<file path="config.mk">
export PLATFORM = sky130hd
export DESIGN_NAME = hour_counter
export DESIGN_NICKNAME = d
export VERILOG_FILES = /design/src/rtl/hour_counter.sv
export SDC_FILE = /design/constraint.sdc
export NUM_CORES = 1
export LEC_CHECK = 0
export CAP_MARGIN = 20
export CORE_MARGIN = 8
export CORE_UTILIZATION = 30
export DETAILED_ROUTE_END_ITERATION = 6
export PLACE_DENSITY = 0.6
export SKIP_LAST_GASP = 1
export SLEW_MARGIN = 0
export SYNTH_ARGS = -nofsm -noshare
export SYNTH_HDL_FRONTEND = slang
export SYNTH_SLANG_ARGS = --single-unit
export TNS_END_PERCENT = 5
</file>
<file path="constraint.sdc">
create_clock -name clk -period 1.6 [get_ports clk]
set_input_delay 0.32 -clock clk [delete_from_list [all_inputs] [get_ports clk]]
set_output_delay 0.32 -clock clk [all_outputs]
set_load 0.05 [all_outputs]
</file>
<file path="src/rtl/hour_counter.sv">
// rtl/hour_counter.sv - modulo time-unit counter with carry-out, range-checked load and 12-hour display
module hour_counter #(
    parameter int WIDTH = 5,
    parameter int MOD   = 24
) (
    input  logic             clk,
    input  logic             clear,
    input  logic             load,
    input  logic [WIDTH-1:0] data,
    input  logic             minCount,
    input  logic             dec,
    input  logic             mode12,
    input  logic             enable,
    output logic [WIDTH-1:0] count,
    output logic [WIDTH-1:0] display,
    output logic             pm,
    output logic [WIDTH-1:0] databus,
    output logic             hourCount,
    output logic             loadErr
);

    localparam logic [WIDTH-1:0] MAX_VAL  = WIDTH'(MOD - 1);
    localparam logic [WIDTH-1:0] HALF_VAL = WIDTH'(MOD / 2);
    localparam logic [WIDTH-1:0] TWELVE   = WIDTH'(12);
    localparam bit               IS_DAY   = (MOD == 24);

    always_ff @(posedge clk or posedge clear) begin
        if (clear) begin
            count     <= '0;
            hourCount <= 1'b0;
            loadErr   <= 1'b0;
        end else begin
            hourCount <= 1'b0;
            loadErr   <= 1'b0;
            if (load) begin
                if (data <= MAX_VAL) begin
                    count <= data;
                end else begin
                    loadErr <= 1'b1;
                end
            end else if (minCount && !dec) begin
                // explicit compare-and-select so non-power-of-two moduli wrap correctly
                if (count == MAX_VAL) begin
                    count     <= '0;
                    hourCount <= 1'b1;
                end else begin
                    count <= count + 1'b1;
                end
            end else if (dec && !minCount) begin
                if (count == '0) begin
                    count <= MAX_VAL;
                end else begin
                    count <= count - 1'b1;
                end
            end
        end
    end

    always_comb begin
        display = count;
        if (IS_DAY && mode12) begin
            if (count == '0) begin
                display = TWELVE;
            end else if (count > TWELVE) begin
                display = count - TWELVE;
            end
        end
    end

    assign pm      = (count >= HALF_VAL);
    assign databus = enable ? display : '0;

endmodule

</file>
Word level (Yosys, flattened, before mapping)
Index checks and enable logic that the tools add are counted.

cells by class
  $add $sub $neg = 3
  reduce and logical (&&, ||, !) cells = 7
  order comparisons = 3
  eq/ne operators = 2
  muxes and demuxes = 15

operator list
  operator               number
  $mux W5                10
  $add A5 B1 Y5 const B  1
  $eq A5 B5 Y1 const B   1
  $ge A5 B4 Y1 const B   1
  $gt A5 B4 Y1 const B   1
  $le A5 B5 Y1 const B   1
  $logic_not A5 Y1       1
  $mux W1                5
  $sub A5 B1 Y5 const B  1
  $sub A5 B4 Y5 const B  1
  $reduce_bool A3 Y1     1
  $logic_and A1 B1 Y1    2
  $logic_not A1 Y1       2
  $ne A2 B1 Y1 const B   1
  $reduce_and A2 Y1      1

word-level totals
  bits of input ports = 12
  logic and storage cells = 33
  register bits = 7

Logic depth before layout (Yosys ltp)
Gate-level depths: netlist of the first run.

  depth in word-level cells = 5
  depth in mapped cells = 7
  gate-level depth less buffers = 6

Worst setup path after synthesis of the first run
Ideal clock, no wire load.

  path type = reg-to-output
  start point = reg count[3]
  end point = out databus[3]
  path slack = -1.747 ns
  data arrival time = 3.027 ns
  cell stages (with the launch flop) = 6
  data required time = 1.280 ns
  cell sequence = dfrtp_1 -> inv_1 -> ha_1 -> mux2i_1 -> o21ai_0 -> and2_1

on the way
  longest elaborated chain between the ends = 5
  elaborated cells between the ends (all ways) = 7

ends and longest elaborated chain
  element                                        RTL line  text
  from (decl)                                    14        output logic [WIDTH-1:0] count,
  from (signal assigned)                         37        count <= data;
  from (signal assigned)                         47        count <= count + 1'b1;
  from (signal assigned)                         53        count <= count - 1'b1;
  $sub A5 B4 Y5 or $gt A5 B4 Y1 (tied branches)  65, 64
  $mux W5                                        64        end else if (count > TWELVE) begin
  $mux W5                                        62        if (count == '0) begin
  $mux W5 (*)                                    61        if (IS_DAY && mode12) begin
  via display[3]                                 15        output logic [WIDTH-1:0] display,
  $mux W5 (*)                                    71        assign databus = enable ? display : '0;
  to (decl)                                      17        output logic [WIDTH-1:0] databus,

Mark *: on every way through the listed nets, which the timed path passes. The rest lies on a longest branch.

Worst setup path after layout of the first run
  start point = in mode12
  end point = out databus[4]

on the way
  longest elaborated chain between the ends = 2

ends and longest elaborated chain
  element      RTL line  text
  from (decl)  12        input logic mode12,
  $mux W5      61
  $mux W5      71

Every way passes these cells.

==> flow_summary.json, run 1 <==
{
  "setup_viol": 13,
  "start_util": 0.320,
  "rrSetupSlack_ps": -50,
  "nNetsFinal": 181,
  "floorplan.die_area_mm2": 0.00420,
  "placement.io_buffers": 29,
  "yosysTopAreaCellShare": 0.245,
  "reg2regPathDepth": 8,
  "areaGrowthSynthToFinish_pct": 118,
  "grtUsageTotal": 0.136,
  "wire_length_of_the_first_global_routing_pass_mm": 4.68,
  "die_w_um": 64.8,
  "worstPathMaxFanout": 2,
  "async_reset_ff_frac": 1.00,
  "synth_nets": 104,
  "worstMarginPinSlew_ps": 294,
  "route.final.wire_length_mm": 2.83,
  "core_area_mm2": 0.00223,
  "share_of_cells_above_drive_strength_1": 0.549,
  "n_antenna_cell": 0,
  "post_drt_via_cell_ratio": 4.96,
  "pnr_worst_setup_slack_ps": -576,
  "clock_skew_ps": 4.65,
  "synth-edff-count": 0,
  "fmax_ghz": 0.460,
  "hold_violations": 0,
  "placed_area_mm2": 0.00147,
  "critical_path_required_ps": 1280,
  "synth_seq_area_share": 0.245,
  "crit-reg2reg-launch": "count[2]$_DFFE_PP0P_",
  "run_status": "finished with violations",
  "postSynthRegisterBits": 7,
  "end_kind": "output pin",
  "hold_class": "input pin to asynchronous set/reset pin",
  "fillCellCount": 191,
  "cp_data_arrival_time_ps": 1860,
  "timing.final.crit_share": 1.36,
  "gpl.final_weighted_congestion": 0.849,
  "gr-total-overflow": 0,
  "detailroute.via_count": 943,
  "cts_tree": "yes",
  "netlist_area_um2": 716,
  "synth_area_leaders": "sky130_fd_sc_hd__dfrtp_1, sky130_fd_sc_hd__ha_1, sky130_fd_sc_hd__xnor2_1",
  "irDropWorstVdd_uv": 781,
  "cts.reportedPaths.clkPinSlew_ps": 50,
  "holdWs_ps": 297,
  "finalInstanceArea_mm2": 0.00156,
  "yosysTopAreaCell": "sky130_fd_sc_hd__dfrtp_1",
  "drt_iter0_markers": 37,
  "setup-tns-final_ps": -5120,
  "chipHeight_um": 64.8,
  "cpMaxStageDelayCell": "sky130_fd_sc_hd__clkdlybuf4s50_1",
  "cts_made_buffers": 3,
  "yosys-top-cells-count": "sky130_fd_sc_hd__dfrtp_1, sky130_fd_sc_hd__inv_1, sky130_fd_sc_hd__ha_1",
  "remaining_design_rule_violation_count": 0,
  "clock_latency_late_sink_ps": 240,
  "syn_avg_cell_area_um2": 8.32,
  "powerDensity_mw_per_mm2": 1390,
  "fin_crit_ps": 2180,
  "total_power_w": 0.00217,
  "wl_per_cell_um": 14.9,
  "crit_chain": "clkdlybuf4s50_1 > nand2_2 > a2111oi_4 > nor2_4 > a311oi_4 > buf_12",
  "drv.max_cap_violation_count": 0,
  "setup_repair_after_global_routing_missed_its_margin": "true",
  "ant_nets": 0,
  "number_of_global_route_vias_before_repair": 986,
  "tritonroute_pass_1_iters": 4,
  "crit_path_max_incr_delay_ps": 500,
  "rows": 17,
  "synth-main-ff-cell": "sky130_fd_sc_hd__dfrtp_1",
  "grt_max_degree": 9,
  "detailed_place_hpwl_mm": 2.36,
  "grt_antenna_before_repair": 0,
  "crit_path_start_kind": "input pin",
  "critical_path.reg2reg.endpoint": "count[2]$_DFFE_PP0P_",
  "tritoncts_num_sinks": 7,
  "post_synth_inst_count": 86,
  "setup.worst_path.class": "input pin to output pin",
  "p_leak_nw": 0.714,
  "htreeDepth": 1,
  "cts.path.max_buffers": 2,
  "timing_max_transition_violations_final": 0,
  "ctsRootBufferMaster": "sky130_fd_sc_hd__clkbuf_4",
  "failing_checks": "negative setup slack",
  "io-pin-count": 30,
  "ys_types": 34,
  "ys_warn_count": 0,
  "maxSlewHeadroom": 0.798
}
cells by family (layout without fill, tap and decap cells):
logic type / count (synthesis) / count (layout) / share of synthesized area
adder cells (fa/ha/maj): 6 / 6 / 0.105
buffers and inverters: 10 / 86 / 0.0647
AO/OA/AOI/OAI: 27 / 27 / 0.276
AND/OR/NAND/NOR: 28 / 28 / 0.206
multiplexers: 3 / 3 / 0.0420
flip-flops: 7 / 7 / 0.245
XOR/XNOR: 5 / 5 / 0.0612
sequential cells by signal (all words and copies together) (netlist names):
signal and cells:
hourCount 1, loadErr 1, count 5
stage by stage:
| stage | std cells | setup slack (ps) | utilization |
|---|---|---|---|
| 3_5_place_dp | 180 | -649 | 0.658 |
| 6_report | 190 | -576 | 0.699 |
| 3_3_place_gp | 180 | -544 | 0.658 |
| 5_1_grt | 190 | -621 | 0.699 |
| 2_1_floorplan | 86 | -679 | - |
| 4_1_cts | 186 | -582 | 0.680 |
per-layer routing:
| layer | GRT usage | up-vias | share of wire |
|---|---|---|---|
| met4 | 0.0327 | 0 | 0.0064 |
| met1 | 0.151 | 442 | 0.41 |
| met3 | 0.0155 | 2 | 0.035 |
| met2 | 0.263 | 24 | 0.55 |
| li1 | - | 475 | - |
| met5 | 0 | - | 0 |
layout by cell type, fill, tap and decap left out, drive strengths merged:
cell,n
a2111oi,1
a211oi,1
a21boi,1
a21o,1
a21oi,3
a221o,1
a22o,1
a311oi,2
a31oi,5
and2,4
and3,3
buf,63
clkbuf,4
clkdlybuf4s50,11
dfrtp,7
ha,6
inv,8
mux2i,3
nand2,5
nand2b,1
nand3,5
nand3b,1
nand4b,1
nor2,3
nor2b,1
nor3,4
o211ai,1
o21a,2
o21ai,4
o21bai,1
o22ai,2
o2bb2ai,1
xnor2,5
how the worst max path moves through the flow:
stage,startpoint,endpoint,cells past startpoint
final,mode12,databus[4],6
after global routing,count[2]$_DFFE_PP0P_,databus[4],6
after CTS,count[2]$_DFFE_PP0P_,databus[4],6
after detailed placement,mode12,databus[4],6
after global placement,mode12,databus[4],6
after floorplan,count[2]$_DFFE_PP0P_,databus[4],6
worst max-delay path, delay by kind of cell:
kind / cells / cell delay, ps
and+or+nand+nor: 2 / 180
AOI/OAI and AO/OA: 2 / 670
buffers and inverters: 2 / 680
what timing repair did:
item                                    4_1_cts  5_1_grt
endpoints found under the setup margin       13       15
setup buffers                                 2        4
pin swaps                                     4        5
hold buffers                                  0        0
gates resized for setup                       2        5
gates cloned                                  0        0
layout make-up:
class,instances,area [um2],area share
timing repair buffer,74,696,0.446
multi-input combinational,69,591,0.379
sequential,7,180,0.115
tap,28,35.0,0.0225
inverter,8,32.5,0.0208
clock buffer,4,26.3,0.0168
report_power, final:
| part | total [W] | internal (W) | leakage, nW | switching, W |
|---|---|---|---|---|
| Sequential | 0.000260 | 0.000219 | 0.0815 | 0.0000410 |
| Combinational | 0.00176 | 0.000816 | 0.618 | 0.000940 |
| Clock | 0.000155 | 0.0000948 | 0.0150 | 0.0000598 |
| Total | 0.00217 | 0.00113 | 0.714 | 0.00104 |
(Power assumes the default switching activity.)
==> run 2: changes to the inputs <==
- MAX_ROUTING_LAYER: unset -> met4
==> flow_summary.json, run 2 (same netlist as run 1, synthesis figures left out) <==
{
  "run_status": "finished with violations",
  "failing_checks": "negative setup slack",
  "chipHeight_um": 64.8,
  "largestRegisters": "count: 5 flops, hourCount: 1 flops, loadErr: 1 flops",
  "reg2regPathDepth": 7,
  "fillCellCount": 185,
  "worst_path_dominant_cell_family": "compound AO/OA/AOI/OAI gates",
  "floorplan.die_area_mm2": 0.00420,
  "setup_repair_after_global_routing_missed_its_margin": "true",
  "drv.max_cap_violation_count": 0,
  "post_drt_via_cell_ratio": 4.88,
  "core_area_mm2": 0.00223,
  "pnr_worst_setup_slack_ps": -505,
  "placement.io_buffers": 29,
  "critical_path_required_ps": 1280,
  "net_switching_share_of_the_total_power": 0.476,
  "gpl.final_weighted_congestion": 0.873,
  "internal_power_w": 0.00112,
  "rrSetupSlack_ps": -30,
  "wire_length_of_the_first_global_routing_pass_mm": 4.28,
  "timing_max_transition_violations_final": 0,
  "layout_commonest_cell": "sky130_fd_sc_hd__buf_4",
  "setup.worst_path.class": "flip-flop to output pin",
  "route.final.wire_length_mm": 2.58,
  "holdWs_ps": 297,
  "cts.reportedPaths.clkPinSlew_ps": 50,
  "clock_latency_late_sink_ps": 240,
  "cts.path.max_buffers": 2,
  "share_of_cells_above_drive_strength_1": 0.525,
  "cts_tree": "yes",
  "gr-total-overflow": 0,
  "power.share.sequential": 0.121,
  "drt_iter0_markers": 15,
  "end_kind": "output pin",
  "nNetsFinal": 177,
  "tritonroute_pass_1_iters": 3,
  "timing.final.crit_share": 1.32,
  "worstMarginPinSlew_ps": 277,
  "setup_viol": 12,
  "crit_path_max_incr_delay_ps": 460,
  "tritoncts_num_sinks": 7,
  "io-pin-count": 30,
  "cpMaxStageDelayCell": "sky130_fd_sc_hd__dfrtp_2",
  "largest_register_ffs": 5,
  "ctsRootBufferMaster": "sky130_fd_sc_hd__clkbuf_4",
  "cts-hold-fix-buffers": 0,
  "start_util": 0.320,
  "placed_area_mm2": 0.00146,
  "rows": 17,
  "regArea_um2": 180,
  "cp_data_arrival_time_ps": 1780,
  "areaGrowthSynthToFinish_pct": 116,
  "multiInputGateArea_um2": 597,
  "n_antenna_cell": 0,
  "htreeDepth": 1,
  "cp.buffers_inverters": 2,
  "maxSlewHeadroom": 0.810,
  "grtUsageTotal": 0.128,
  "irDropWorstVdd_uv": 784,
  "hold_class": "input pin to asynchronous set/reset pin",
  "p_leak_nw": 0.702,
  "detailed_place_hpwl_mm": 2.17,
  "critical_path_cell_count": 6,
  "grt_antenna_before_repair": 0,
  "remaining_design_rule_violation_count": 0,
  "detailroute.via_count": 907,
  "worstPathMaxFanout": 5,
  "hold_violations": 0,
  "comb_power_share": 0.806,
  "largest_register": "count",
  "powerDensity_mw_per_mm2": 1390,
  "wl_per_cell_um": 13.9,
  "grt_max_degree": 9,
  "cts_made_buffers": 3,
  "crit_chain": "inv_4 > ha_4 > a2111oi_4 > nor2_2 > a311oi_4 > buf_12",
  "clock_skew_ps": 0.293,
  "crit_path_start_kind": "flip-flop",
  "most_used_cells_in_the_layout_excluding_fill_and_tap_cells": "sky130_fd_sc_hd__buf_4, sky130_fd_sc_hd__clkdlybuf4s50_1, sky130_fd_sc_hd__buf_12",
  "finalInstanceArea_mm2": 0.00154,
  "switching_power_w": 0.00102,
  "number_of_global_route_vias_before_repair": 926,
  "ant_nets": 0,
  "power_frac_clock": 0.072,
  "die_w_um": 64.8,
  "fin_crit_ps": 2100,
  "fmax_ghz": 0.475
}
[run 2: path summary, 6_finish.rpt]
path                                      start              endpoint
min                                       clear     loadErr$_DFF_PP0_
min in group clk                        data[1]  count[1]$_DFFE_PP0P_
max reg2reg                count[3]$_DFFE_PP0P_  count[0]$_DFFE_PP0P_
max                        count[2]$_DFFE_PP0P_            databus[4]
min reg2reg                count[0]$_DFFE_PP0P_  count[0]$_DFFE_PP0P_
max in group asynchronous                 clear  count[3]$_DFFE_PP0P_
[run 2: metal layers]
layer	wire length (um)	GRT usage	vias to the layer above
li1	-	-	464
met4	19	0.0490	0
met5	0	-	-
met1	1210	0.151	424
met2	1280	0.220	17
met3	69	0.0103	2
[run 2: area by class of cell]
class	instances	share of cell area
well taps	28	0.0227
multi-input cells	69	0.387
clock buffers	4	0.0170
repair buffers	70	0.436
flip-flops and latches	7	0.117
inverters	8	0.0211
[run 2: power by group through the flow]
stage / clock (W) / sequential [W] / combinational, W
4_1_cts: 0.000165 / 0.000260 / 0.00174
6_report: 0.000155 / 0.000261 / 0.00173
3_5_place_dp: 0 / 0.000257 / 0.00166
2_1_floorplan: 0 / 0.000401 / 0.000772
3_3_place_gp: 0 / 0.000256 / 0.00164
5_1_grt: 0.000179 / 0.000268 / 0.00182
[run 2: what timing repair did]
| action | CTS | global route |
|---|---|---|
| pin swaps | 5 | 0 |
| gates resized for setup | 9 | 0 |
| hold endpoints to repair | 0 | 0 |
| setup buffers | 3 | 0 |
| endpoints found under the setup margin | 12 | 13 |
[run 2: metrics by stage]
| step | cells | TNS, ps | util | total power, W | worst slack [ps] |
|---|---|---|---|---|---|
| 5_1_grt | 186 | -5760 | 0.691 | 0.00227 | -591 |
| 4_1_cts | 186 | -4890 | 0.691 | 0.00216 | -508 |
| 6_report | 186 | -4780 | 0.691 | 0.00215 | -505 |
| 3_3_place_gp | 179 | -4040 | 0.654 | 0.00190 | -544 |
| 2_1_floorplan | 86 | -4250 | - | 0.00117 | -679 |
| 3_5_place_dp | 179 | -4500 | 0.654 | 0.00192 | -599 |
==> RTL edit 1: new RTL, config.mk and constraints of run 1 <==
The parameter `WIDTH` goes from 5 to 6.
--- a/src/rtl/hour_counter.sv
+++ b/src/rtl/hour_counter.sv
@@ -1,6 +1,6 @@
 // rtl/hour_counter.sv - modulo time-unit counter with carry-out, range-checked load and 12-hour display
 module hour_counter #(
-    parameter int WIDTH = 5,
+    parameter int WIDTH = 6,
     parameter int MOD   = 24
 ) (
     input  logic             clk,
Interface: changed (resized count, data, databus and display); port bits go from 30 to 34. The function was not compared with the original's and may differ.
==> RTL edit 1 against run 1 <==
  * Wire length is 22% higher
  * Sequential power is 43% higher
  * Utilization fell by 6.3 points
  * Non-clock buffer count decreased by 1
  * Power is 62% higher
  * Cell area grew 22%
  * Worst setup slack better by 13 ps
  * Sequential cell count increased by 1
  * Area after synthesis increased by 31%
  * First-iteration DRC count down 24%
  * The run still ends with negative setup slack left
==> RTL edit 1: results <==
export IMPL_post_synth_mux_area_share=0.0360
export IMPL_failing_checks="negative setup slack"
export IMPL_finalWorstSetupSlack_ps=-563
export IMPL_ir_worst_vdd_mv=0.587
export IMPL_layout_drive_gt1_share=0.516
export IMPL_finalWirelength_um=3440
export IMPL_timing_hold_ws_ps=305
export IMPL_max_slew_margin_rel=0.757
export IMPL_path_clk_slew_ps=50
export IMPL_postSynthNetCount=135
export IMPL_globalplace_congestion=0.990
export IMPL_critical_path_reg2reg_endpoint="count[0]$_DFFE_PP0P_"
export IMPL_timing_critical_path_fanout_max=5
export IMPL_timing_critical_path_arrival_ps=1840
export IMPL_outcome="complete, but fails checks"
export IMPL_synthTopCellsByCount="8 x dfrtp_1, 8 x nand2_1, 7 x inv_1"
export IMPL_area_fraction_in_compound_gates_after_synthesis=0.271
export IMPL_grt_start_max_net_pins=12
export IMPL_yosys_area_share_adder=0.0801
export IMPL_gr_usage_all_layers=0.138
export IMPL_synth_seq_area_share=0.214
export IMPL_port_buffers=33
export IMPL_cts_htree_levels=1
export IMPL_final_setup_tns_ps=-7670
export IMPL_critPathSlowestCell="dfrtp_4"
export IMPL_total_via_count_in_the_routed_design=1163
export IMPL_post_synth_xor_area_fraction=0.0467
export IMPL_synth_cell_type_count=48
export IMPL_dominant_cells_by_area_after_synthesis="dfrtp_1 21%, ha_1 8.0%, a211oi_1 4.0%"
export IMPL_synth_async_sr_flop_share=1.00
export IMPL_cts_repair_timing_setup_buffer_count=0
export IMPL_routedWlPerCell_um=15.9
export IMPL_reg2reg_setup_slack_ps=-300
export IMPL_fin_worst_skew_ps=4.17
export IMPL_reg_largest_list="count (6), hourCount (1), loadErr (1)"
export IMPL_syn_mean_instance_area_sq_um=8.08
export IMPL_ctsRootBufferMaster="clkbuf_4"
export IMPL_hpwlAfterDp_um=2860
export IMPL_critical_path_top_delay_family="simple AND/OR/NAND/NOR gates"
export IMPL_leakagePower_nw=0.841
export IMPL_cts_repair_resized=6
export IMPL_drt_initial_drc_count=28
export IMPL_report_final_setup_viol=18
export IMPL_placedCellCount=213
export IMPL_crit_reg2reg_launch="count[1]$_DFFE_PP0P_"
export IMPL_grt_first_pass_wirelength_um=5800
export IMPL_synthFlopType="dfrtp_1"
export IMPL_slew_viol_final=0
export IMPL_num_nets_final=204
export IMPL_critical_path_max_stage_delay_ps=480
-- RTL edit 1: changes by cell type after synthesis, moves of 3 or more --
cell,change
nand2_1,+3
buf_2,+5
nor2b_1,+3
a211oi_1,+4
a21oi_1,+4
nand3_1,-3
a31oi_1,-4
nor2_1,+3
-- RTL edit 1: cells by family (layout without fill, tap and decap cells) --
group	after synthesis	count (layout)
muxes	3	3
DFF	8	8
adders and majority gates	6	6
buffers and inverters	17	85
and+or+nand+nor	42	42
xor gates and xnor gates	5	5
AOI/OAI and AO/OA	35	35
-- RTL edit 1: per-stage QoR --
stage               setup WS [ps]  instance area (sq um)   util
detailed placement           -478                   1850  0.615
global route                 -656                   1910  0.636
CTS                          -550                   1900  0.633
floorplan                    -547                   1090      -
global placement             -427                   1850  0.615
finish                       -563                   1910  0.636
-- RTL edit 1: how the worst max path moves through the flow --
| stage | from | end | slack, ps |
|---|---|---|---|
| final | count[1]$_DFFE_PP0P_ | databus[0] | -560 |
| after global routing | count[1]$_DFFE_PP0P_ | display[3] | -660 |
| after CTS | count[1]$_DFFE_PP0P_ | databus[3] | -550 |
| after detailed placement | mode12 | databus[3] | -480 |
| after global placement | mode12 | databus[3] | -430 |
| after floorplan | count[0]$_DFFE_PP0P_ | databus[5] | -550 |
-- RTL edit 1: cell type report --
type                    count  area (sq um)
multi-input cells          91           817
fillers                   243          1090
inverters                   8          35.0
well taps                  33          41.3
flip-flops and latches      8           213
clock buffers               4          26.3
repair buffers             73           777
-- RTL edit 1: power by group --
group	switching, mW	leakage (nW)	internal (mW)
Combinational	1.55	0.732	1.43
Clock	0.0676	0.0150	0.0953
Sequential	0.0938	0.0934	0.277
-- RTL edit 1: per-layer routing --
metal,global-route usage,part of all wire
met1,0.169,0.41
met2,0.236,0.52
met3,0.0262,0.058
met4,0.0431,0.010
met5,0,0
==> RTL edit 2: new RTL, config.mk and constraints of run 1 <==
Without the edit above. Put a register stage on the outputs `pm` and `databus`, without a reset. The values now appear one clock later. The other outputs are not delayed to match.
--- a/src/rtl/hour_counter.sv
+++ b/src/rtl/hour_counter.sv
@@ -67,8 +67,10 @@
         end
     end
 
-    assign pm      = (count >= HALF_VAL);
-    assign databus = enable ? display : '0;
+    always_ff @(posedge clk) begin
+        pm      <= (count >= HALF_VAL);
+        databus <= enable ? display : '0;
+    end
 
 endmodule
 
Behaviour: not the same (a bounded check fails within 4 cycles, from zero or initial values).
==> RTL edit 2 against run 1 <==
  * The run still ends with negative setup slack left
  * Wire length grew 2.7%
  * Highest routed layer unchanged
  * Count of clock-buffer cells in the layout unchanged
  * Sequential cell count up 6
  * Area after synthesis increased by 24%
  * Sequential power increased by 68%
  * Fmax rose by 11%
  * Worst setup slack better by 220 ps
  * Power shrank 3.0%
  * Largest power group unchanged
  * Cell area increased by 4.9%
==> RTL edit 2: results <==
export IMPL_outcome="complete, but fails checks"
export IMPL_place_ws_ps=-335
export IMPL_seqCellArea_sq_um=300
export IMPL_ir_worst_vdd_mv=0.937
export IMPL_total_power_mw=2.11
export IMPL_fin_worst_skew_ps=2.34
export IMPL_nFillCells=253
export IMPL_power_frac_seq=0.207
export IMPL_cts_repair_resized=7
export IMPL_synth_cell_type_count=41
export IMPL_timing_critical_path_arrival_ps=1640
export IMPL_layout_non_clock_inverters=11
export IMPL_path_clk_slew_ps=70
export IMPL_wl_met2_um=1460
export IMPL_leakagePower_nw=0.758
export IMPL_finalWorstSetupSlack_ps=-356
export IMPL_signal_buffers=68
export IMPL_timing_critical_path_fanout_max=5
export IMPL_synth_async_sr_flop_share=0.538
export IMPL_use_met3=0.0169
export IMPL_critical_path_max_stage_delay_ps=450
export IMPL_failing_checks="negative setup slack"
export IMPL_area_fraction_in_compound_gates_after_synthesis=0.261
export IMPL_gr_usage_met2=0.203
export IMPL_insertion_delay_ps=280
export IMPL_finalWirelength_um=2900
export IMPL_fraction_of_standard_cell_area_in_multi_input_logic=0.362
export IMPL_n_multi_input_combinational_cell=71
export IMPL_report_final_setup_viol=9
export IMPL_comb_power_share=0.698
export IMPL_gr_usage_all_layers=0.119
export IMPL_placed_area_sq_um=1560
RTL edit 2: cell types whose count changed after synthesis, moves of 2 or more:
cell     before  now
a21oi_1       2    5
a31oi_1       5    2
dfxtp_1       0    6
inv_1         7   10
nand3_1       5    3
nor2_1        3    1
o21a_1        2    0
o21ai_0       4    8
xnor2_1       5    2
RTL edit 2: worst paths after layout:
| check | slack [ps] | cells past startpoint | endpoint | start |
|---|---|---|---|---|
| min in group clk | 550 | 3 | databus[4]$_SDFF_PN0_ | mode12 |
| max | -360 | 7 | display[3] | count[2]$_DFFE_PP0P_ |
| max in group asynchronous | 1120 | 2 | count[2]$_DFFE_PP0P_ | clear |
| min reg2reg | 710 | 3 | count[1]$_DFFE_PP0P_ | count[1]$_DFFE_PP0P_ |
| max reg2reg | -260 | 7 | count[3]$_DFFE_PP0P_ | count[2]$_DFFE_PP0P_ |
| min | 260 | 2 | count[3]$_DFFE_PP0P_ | clear |
